File: config.mk
export PLATFORM = sky130hd
export DESIGN_NAME = exec_mem_sequencer
export DESIGN_NICKNAME = d
export VERILOG_FILES = /design/src/rtl/pdp8_pkg.sv /design/src/rtl/exec_mem_sequencer.sv
export SDC_FILE = /design/constraint.sdc
export NUM_CORES = 1
export LEC_CHECK = 0
export CELL_PAD_IN_SITES_DETAIL_PLACEMENT = 1
export CELL_PAD_IN_SITES_GLOBAL_PLACEMENT = 2
export CORE_ASPECT_RATIO = 1.2
export CORE_MARGIN = 2
export CORE_UTILIZATION = 35
export DETAILED_ROUTE_END_ITERATION = 7
export PLACE_DENSITY_LB_ADDON = 0.25
export SYNTH_ARGS = -nofsm -noshare
export SYNTH_HDL_FRONTEND = slang
export SYNTH_SLANG_ARGS = --single-unit
File: constraint.sdc
create_clock -name clk -period 6.8 [get_ports clk]
set_input_delay 1.02 -clock clk [delete_from_list [all_inputs] [get_ports clk]]
set_output_delay 1.02 -clock clk [all_outputs]
set_load 0.1 [all_outputs]
File: src/rtl/pdp8_pkg.sv
// Shared PDP-8 definitions: memory-reference opcodes, execute sequencer states
// and the auto-index address window.
package pdp8_pkg;

    localparam int PDP8_ADDR_WIDTH = 12;
    localparam int PDP8_DATA_WIDTH = 12;

    localparam logic [11:0] AUTOINC_LO_DFLT = 12'o0010;
    localparam logic [11:0] AUTOINC_HI_DFLT = 12'o0017;

    typedef enum logic [2:0] {
        OP_AND = 3'd0,
        OP_TAD = 3'd1,
        OP_ISZ = 3'd2,
        OP_DCA = 3'd3,
        OP_JMS = 3'd4,
        OP_JMP = 3'd5
    } mem_op_e;

    typedef enum logic [2:0] {
        IDLE,
        IND_RD,
        IND_WAIT,
        AUTO_WR,
        OP_RD,
        OP_WAIT,
        OP_WR,
        DONE
    } exec_seq_state_e;

    // First state once the effective address is final.
    function automatic exec_seq_state_e dispatch_state(input logic [2:0] op);
        exec_seq_state_e nxt;
        case (op)
            OP_AND, OP_TAD, OP_ISZ: nxt = OP_RD;
            OP_DCA, OP_JMS:         nxt = OP_WR;
            default:                nxt = DONE;
        endcase
        return nxt;
    endfunction

endpackage

File: src/rtl/exec_mem_sequencer.sv
// Execute-stage memory sequencer: resolves indirect/auto-index addressing and
// runs the operand read/write traffic for one memory-reference instruction.
module exec_mem_sequencer
    import pdp8_pkg::*;
#(
    parameter int                    ADDR_WIDTH = PDP8_ADDR_WIDTH,
    parameter int                    DATA_WIDTH = PDP8_DATA_WIDTH,
    parameter logic [ADDR_WIDTH-1:0] AUTOINC_LO = ADDR_WIDTH'(AUTOINC_LO_DFLT),
    parameter logic [ADDR_WIDTH-1:0] AUTOINC_HI = ADDR_WIDTH'(AUTOINC_HI_DFLT)
) (
    input  logic                  clk,
    input  logic                  reset_n,
    input  logic                  start,
    input  logic [2:0]            opcode,
    input  logic                  indirect,
    input  logic [ADDR_WIDTH-1:0] ea_in,
    input  logic [DATA_WIDTH-1:0] ac_in,
    input  logic [ADDR_WIDTH-1:0] pc_in,
    output logic                  exec_rd_req,
    output logic [ADDR_WIDTH-1:0] exec_rd_addr,
    input  logic [DATA_WIDTH-1:0] exec_rd_data,
    output logic                  exec_wr_req,
    output logic [ADDR_WIDTH-1:0] exec_wr_addr,
    output logic [DATA_WIDTH-1:0] exec_wr_data,
    output logic                  busy,
    output logic                  done,
    output logic [DATA_WIDTH-1:0] operand,
    output logic                  skip,
    output logic                  pc_load,
    output logic [ADDR_WIDTH-1:0] pc_target,
    output logic                  illegal
);

    exec_seq_state_e state_q, state_d;

    logic [2:0]            opcode_q, opcode_d;
    logic [ADDR_WIDTH-1:0] ea_q, ea_d;
    logic [DATA_WIDTH-1:0] ac_q, ac_d;
    logic [ADDR_WIDTH-1:0] pc_q, pc_d;
    logic [DATA_WIDTH-1:0] ptr_q, ptr_d;
    logic [DATA_WIDTH-1:0] operand_q, operand_d;
    logic                  skip_q, skip_d;
    logic [ADDR_WIDTH-1:0] pc_target_q, pc_target_d;

    logic                  rd_req_q, rd_req_d;
    logic [ADDR_WIDTH-1:0] rd_addr_q, rd_addr_d;
    logic                  wr_req_q, wr_req_d;
    logic [ADDR_WIDTH-1:0] wr_addr_q, wr_addr_d;
    logic [DATA_WIDTH-1:0] wr_data_q, wr_data_d;
    logic                  busy_q, busy_d;
    logic                  done_q, done_d;
    logic                  pc_load_q, pc_load_d;
    logic                  illegal_q, illegal_d;

    logic [DATA_WIDTH-1:0] inc_in;
    logic [DATA_WIDTH-1:0] inc_out;
    logic                  is_auto;

    // One incrementer: auto-index pointer and ISZ operand come off the read
    // bus, the JMS return target comes from the resolved EA during OP_WR.
    assign inc_in  = (state_q == OP_WR) ? DATA_WIDTH'(ea_q) : exec_rd_data;
    assign inc_out = inc_in + DATA_WIDTH'(1);
    assign is_auto = (ea_q >= AUTOINC_LO) && (ea_q <= AUTOINC_HI);

    always_comb begin
        state_d     = state_q;
        opcode_d    = opcode_q;
        ea_d        = ea_q;
        ac_d        = ac_q;
        pc_d        = pc_q;
        ptr_d       = ptr_q;
        operand_d   = operand_q;
        skip_d      = skip_q;
        pc_target_d = pc_target_q;

        case (state_q)
            IDLE: begin
                if (start) begin
                    opcode_d = opcode;
                    ea_d     = ea_in;
                    ac_d     = ac_in;
                    pc_d     = pc_in;
                    skip_d   = 1'b0;
                    // Illegal opcodes never touch memory, even with the I bit set.
                    if (opcode > 3'd5) begin
                        state_d = DONE;
                    end else if (indirect) begin
                        state_d = IND_RD;
                    end else begin
                        state_d = dispatch_state(opcode);
                    end
                end
            end
            IND_RD: state_d = IND_WAIT;
            IND_WAIT: begin
                if (is_auto) begin
                    ptr_d   = inc_out;
                    state_d = AUTO_WR;
                end else begin
                    ea_d    = ADDR_WIDTH'(exec_rd_data);
                    state_d = dispatch_state(opcode_q);
                end
            end
            AUTO_WR: begin
                ea_d    = ADDR_WIDTH'(ptr_q);
                state_d = dispatch_state(opcode_q);
            end
            OP_RD: state_d = OP_WAIT;
            OP_WAIT: begin
                operand_d = exec_rd_data;
                if (opcode_q == OP_ISZ) begin
                    skip_d  = (inc_out == '0);
                    state_d = OP_WR;
                end else begin
                    state_d = DONE;
                end
            end
            OP_WR: begin
                if (opcode_q == OP_JMS) begin
                    pc_target_d = ADDR_WIDTH'(inc_out);
                end
                state_d = DONE;
            end
            DONE:    state_d = IDLE;
            default: state_d = IDLE;
        endcase

        // Outputs are registered, so they are derived from the state being entered.
        rd_req_d  = 1'b0;
        rd_addr_d = '0;
        wr_req_d  = 1'b0;
        wr_addr_d = '0;
        wr_data_d = '0;
        done_d    = 1'b0;
        pc_load_d = 1'b0;
        illegal_d = 1'b0;
        busy_d    = (state_d != IDLE) && (state_d != DONE);

        case (state_d)
            IND_RD, OP_RD: begin
                rd_req_d  = 1'b1;
                rd_addr_d = ea_d;
            end
            AUTO_WR: begin
                wr_req_d  = 1'b1;
                wr_addr_d = ea_d;
                wr_data_d = ptr_d;
            end
            OP_WR: begin
                wr_req_d  = 1'b1;
                wr_addr_d = ea_d;
                if (opcode_d == OP_ISZ) begin
                    wr_data_d = inc_out;
                end else if (opcode_d == OP_DCA) begin
                    wr_data_d = ac_d;
                end else begin
                    wr_data_d = DATA_WIDTH'(pc_d);
                end
            end
            DONE: begin
                done_d    = 1'b1;
                pc_load_d = (opcode_d == OP_JMP) || (opcode_d == OP_JMS);
                illegal_d = (opcode_d > 3'd5);
                if (opcode_d == OP_JMP) begin
                    pc_target_d = ea_d;
                end
            end
            default: ;
        endcase
    end

    always_ff @(posedge clk or negedge reset_n) begin
        if (!reset_n) begin
            state_q     <= IDLE;
            opcode_q    <= '0;
            ea_q        <= '0;
            ac_q        <= '0;
            pc_q        <= '0;
            ptr_q       <= '0;
            operand_q   <= '0;
            skip_q      <= 1'b0;
            pc_target_q <= '0;
            rd_req_q    <= 1'b0;
            rd_addr_q   <= '0;
            wr_req_q    <= 1'b0;
            wr_addr_q   <= '0;
            wr_data_q   <= '0;
            busy_q      <= 1'b0;
            done_q      <= 1'b0;
            pc_load_q   <= 1'b0;
            illegal_q   <= 1'b0;
        end else begin
            state_q     <= state_d;
            opcode_q    <= opcode_d;
            ea_q        <= ea_d;
            ac_q        <= ac_d;
            pc_q        <= pc_d;
            ptr_q       <= ptr_d;
            operand_q   <= operand_d;
            skip_q      <= skip_d;
            pc_target_q <= pc_target_d;
            rd_req_q    <= rd_req_d;
            rd_addr_q   <= rd_addr_d;
            wr_req_q    <= wr_req_d;
            wr_addr_q   <= wr_addr_d;
            wr_data_q   <= wr_data_d;
            busy_q      <= busy_d;
            done_q      <= done_d;
            pc_load_q   <= pc_load_d;
            illegal_q   <= illegal_d;
        end
    end

    assign exec_rd_req  = rd_req_q;
    assign exec_rd_addr = rd_addr_q;
    assign exec_wr_req  = wr_req_q;
    assign exec_wr_addr = wr_addr_q;
    assign exec_wr_data = wr_data_q;
    assign busy         = busy_q;
    assign done         = done_q;
    assign operand      = operand_q;
    assign skip         = skip_q;
    assign pc_load      = pc_load_q;
    assign pc_target    = pc_target_q;
    assign illegal      = illegal_q;

endmodule

* After elaboration in Yosys (flattened, before gate mapping)
Cells that the tools add are included. Widths: inputs -> output; s select.
Storage, ports and cells: bits in registers 121, input port bits 55, output and inout port bits 67, logic and storage cells 103
Operators by class: add/subtract/negate cells 1, magnitude comparators 4, eq/ne operators 27, mux-type cells 37, reductions and logical operators 16
Operators with widths (number):
- $mux 12 | 17
- $pmux 12 s3 | 1
- $eq 3x3->1 const B | 11
- $eq 3x2->1 const B | 9
- $pmux 12 s2 | 1
- $pmux 3 s8 | 1
- $mux 3 | 6
- $add 12x1->12 const B | 1
- $eq 3x1->1 const B | 4
- $ge 12x4->1 const B | 1
- $le 12x4->1 const B | 1
- $logic_not 12->1 | 1
- $logic_not 3->1 | 3
- $mux 1 | 8
- $pmux 2 s2 | 2
- $reduce_or 2->1 | 4
- $gt 3x3->1 const B | 2
- $reduce_or 3->1 | 2
- $ne 2x2->1 const B | 2
- $ne 3x3->1 const B | 1
- $reduce_and 3->1 | 1
- $reduce_bool 3->1 | 1
- $logic_and 1x1->1 | 2
- $pmux 1 s2 | 1
- 2 further kinds | 2

* Depth between registers and ports, before layout
depth in word-level cells 10, depth in mapped cells 12

* Worst setup path before layout
No wires, ideal clock.
path type input to register, start point input port start, end point register pc_target_q[6] (netlist: pc_target[6]), library setup time 0.125 ns, data arrival time 2.826 ns, required time 6.675 ns, path slack 3.849 ns, stages on the path 5, path through nor4b_4 mux2_2 or4_1 nor3_2 mux2_2
On the way: word-level cells in the longest chain between the ends 5, elaborated cells on any way between the ends 10, classes of those cells 2 x eq/ne; 8 x mux
Ends and longest elaborated chain:
- start: declaration | line exec_mem_sequencer.sv:13 | input logic start,
- $mux 3 | line exec_mem_sequencer.sv:78 | if (start) begin
- $mux 3 | line exec_mem_sequencer.sv:76 | case (state_q)
- net opcode_d[1] | line exec_mem_sequencer.sv:36 | logic [2:0] opcode_q, opcode_d;
- $eq 3x3->1 | line exec_mem_sequencer.sv:164 | if (opcode_d == OP_JMP) begin
- $mux 12 | line exec_mem_sequencer.sv:164
- $mux 12 | line exec_mem_sequencer.sv:139 | case (state_d)
- net pc_target_d[6] | line exec_mem_sequencer.sv:43 | logic [ADDR_WIDTH-1:0] pc_target_q, pc_target_d;
- end signal: assignment | line exec_mem_sequencer.sv:201 | pc_target_q <= pc_target_d;
- end: declaration | line exec_mem_sequencer.sv:43
The timed path passes the listed nets, and every way through them passes these cells. A chain may end at the register's enable or synchronous reset.

* Final worst setup path
start point input port start, end point register pc_target_q[1] (netlist: pc_target[1])
On the way: word-level cells in the longest chain between the ends 5, elaborated cells on any way between the ends 10, classes of those cells 2 x eq/ne; 8 x mux
Ends and longest elaborated chain (line):
- branches (longest 4 deep; another with $pmux 3 s8)
- $mux 12 (*) | exec_mem_sequencer.sv:139
- net pc_target_d[1] | exec_mem_sequencer.sv:43
Mark *: on every way through the listed nets, which the timed path passes.

==> summary.md <==
- outcome: finished clean
- relative area change from synthesis to final layout: 35.7%
- dpl cell area: 7090 µm²
- Final Cell Area: 7680 µm²
- routed length on met1: 7.55 mm
- Routed met3 length: 783 µm
- uppermost metal layer occupied by signal nets: met4
- post-synthesis sequential area ratio: 53.5%
- warnings from Yosys: 0
- Avg Inst Size Synth: 10.7 µm²
- proportion of netlist area held by the largest area contributor: 53.5%
- number of distinct standard cells referenced by the synthesized netlist: 49
- count of final hold-check violations: 0
- CTS buffer count: 17
- remaining design rule violation count: 0
- num ports: 122
- path category of the worst min-delay check: flop to flop
- worst rel slew slack: 28.7%
- Critical Path RT: 7.13 ns
- Starting DRT DRC Count: 226
- number of synthesized flops with an enable pin: 0
- H-tree depth reported by CTS: 4
- CP Data Arrival Time: 4.42 ns
- total number of clock tree sinks: 121
- wire length on met2: 9.01 mm
- nature of the critical path startpoint: primary input
- cts hold-fix bufs: 0
- TritonCTS clock tree: yes
- DR pass1 iterations: 5
- number of instances resized during post-cts repair: 0
- sort of element at the end of the critical path: flop
- gp weighted congestion: 0.907
- Total Negative Setup Slacks: 0 ns
- Post-Route WL: 17.7 mm
- post-CTS setup buffer count: 0
- clock transition at the registers of the reported paths: 0.05 ns
- global route total overflow: 0
- DIE WIDTH: 120 µm
- average detailed-routed wire length per instance: 20.3 µm
- Die Area: 17200 µm²
- Bufs on Longest Clock Path: 2
- Max Clock Freq: 245 MHz
- max-slew violations: 0
- core area: 15700 µm²
- Cell Rows: 50
- clock tree root driver cell: clkbuf_16
- unrepaired setup endpoints after global routing: false
- number of failing setup endpoints in the final timing report: 0
- async set-or-reset flop fraction in the synthesized netlist: 100%
- fraction of final layout cells sized beyond drive strength 1: 14.0%
- global-route usage over all layers: 22.0%
- final antenna-violating net count: 0
- final antenna diode count: 0
- Worst-Skew Late Latency: 0.41 ns
- Die H: 143 µm
- final period utilization: 60.0%
- library cell with the largest summed area after synthesis: dfrtp_1
- first-pass GRT wire length: 28.3 mm
- starting density of the core: 36.1%
- largest net degree at the start of global routing: 69
- Final #Nets: 706
- worst setup path class: primary input to flop
- slew at the pin with the worst max-slew slack: 1.07 ns
- total number of vias: 4519
- combined area of all synthesized cells: 5660 µm²
- Syn Inst Count: 528
- most used standard cells in the synthesized netlist: dfrtp_1, mux2_2, nor2_1, nand2_1, o21ai_0
- Synth Register Bits: 121
- max-capacitance violation count: 0
- setup clock skew after layout: 0.00964 ns
- sum of net half-perimeters after detailed placement: 12.9 mm
- most area-consuming cells after synthesis: dfrtp_1, mux2_2, mux2i_1, nor2_1, nand2_1
- net count after synthesis: 585
- top_reg_cell synth: dfrtp_1
- number of buffer cells added on primary ports: 121
- post-layout minimum cycle time: 4.08 ns
- per-cell via count in the routed design: 5.19
- maximum net fanout on the critical path: 25
- number of antenna violations at the first check in global routing: 0
- most numerous cell in the Yosys netlist: dfrtp_1
- number of global-route vias before repair: 4944
per-layer routing:
metal,vias to the layer above,global-route usage (%)
met5,-,0
li1,2090,-
met2,113,37.0
met1,2296,27.3
met4,0,8.79
met3,20,5.12
cell usage in the layout, fill, tap and decap left out, types with 3 or more instances in the layout:
| master | netlist | routed |
|---|---|---|
| a222oi_1 | 3 | 3 |
| buf_4 | 0 | 8 |
| nor2_1 | 49 | 49 |
| clkbuf_16 | 0 | 17 |
| dfrtp_1 | 121 | 121 |
| xor2_1 | 10 | 10 |
| a31oi_1 | 6 | 6 |
| o21ai_0 | 31 | 31 |
| nor3_1 | 6 | 6 |
| mux2i_1 | 23 | 23 |
| nand3_1 | 14 | 14 |
| and2_1 | 4 | 4 |
| a21boi_0 | 4 | 4 |
| nor3b_1 | 3 | 3 |
| nand3b_1 | 3 | 3 |
| xnor2_1 | 8 | 8 |
| or4_1 | 3 | 3 |
| nand4_1 | 7 | 7 |
| nor4_1 | 3 | 3 |
| a221oi_1 | 9 | 9 |
| clkbuf_8 | 0 | 3 |
| a21oi_1 | 18 | 18 |
| mux2_2 | 50 | 50 |
| inv_1 | 26 | 26 |
| clkbuf_1 | 19 | 4 |
| clkinv_2 | 0 | 4 |
| nand2_1 | 48 | 48 |
| nand2b_1 | 11 | 11 |
| or3_1 | 3 | 3 |
| clkdlybuf4s50_1 | 0 | 120 |
| a22o_1 | 9 | 9 |
| bufinv_16 | 0 | 3 |
path summary, 6_finish.rpt:
kind,slack [ns],endpoint,from,depth (start not counted)
worst max-delay path,2.72,pc_target[1]$_DFF_PN0_,start,10
worst min-delay path,0.48,ptr_q[6]$_DFF_PN0_,ptr_q[6]$_DFF_PN0_,2
worst max register to register,3.11,pc_target[1]$_DFF_PN0_,state_q[0]$_DFF_PN0_,9
worst min register to register,0.48,ptr_q[6]$_DFF_PN0_,ptr_q[6]$_DFF_PN0_,2
max in group asynchronous,4.79,pc_target[8]$_DFF_PN0_,reset_n,2
min in group asynchronous,0.65,illegal$_DFF_PN0_,reset_n,1
state kept, by name (all words and copies together), names as in the netlist, 3 cells and up:
| name | flops |
|---|---|
| exec_rd_addr | 12 |
| operand | 12 |
| state_q | 3 |
| exec_wr_addr | 12 |
| ptr_q | 12 |
| ac_q | 12 |
| ea_q | 12 |
| pc_target | 12 |
| pc_q | 12 |
| exec_wr_data | 12 |
| opcode_q | 3 |
cell type report:
class	count	area [µm²]
inverter	26	97.6
sequential	121	3030
clock inverter	8	118
multi-input combinational	355	2440
fill	1690	8020
tap	208	260
clock buffer	24	482
timing repair buffer	128	1260
logic make-up after synthesis:
group / synth area share [%]
buffers and inverters: 3.71
DFF: 53.5
muxes: 14.0
xor gates and xnor gates: 2.78
and+or+nand+nor: 14.7
adders and majority gates: 0.442
AOI/OAI and AO/OA: 10.8
critical path, cell delays in order:
cell and delay [ns]:
clkdlybuf4s50_1 0.48, nor4b_4 0.18, buf_4 0.35, buf_4 0.34, o21ai_0 0.15, o21ai_0 0.28, nor2_1 0.22, nor3_2 0.87
buf_4 0.30, mux2i_1 0.19
per-stage QoR:
stage	cells	hold WS (ns)	setup WS [ns]	util [%]
after global routing	870	0.504	2.55	48.9
after global placement	838	0.463	2.51	45.1
after detailed placement	838	0.471	2.37	45.1
after CTS	870	0.483	2.72	48.9
final	870	0.484	2.72	48.9
after floorplan	528	0.446	3.85	-
Power is not shown: default switching activity piles up to over one toggle a cycle in this logic, so the estimate is an artifact.
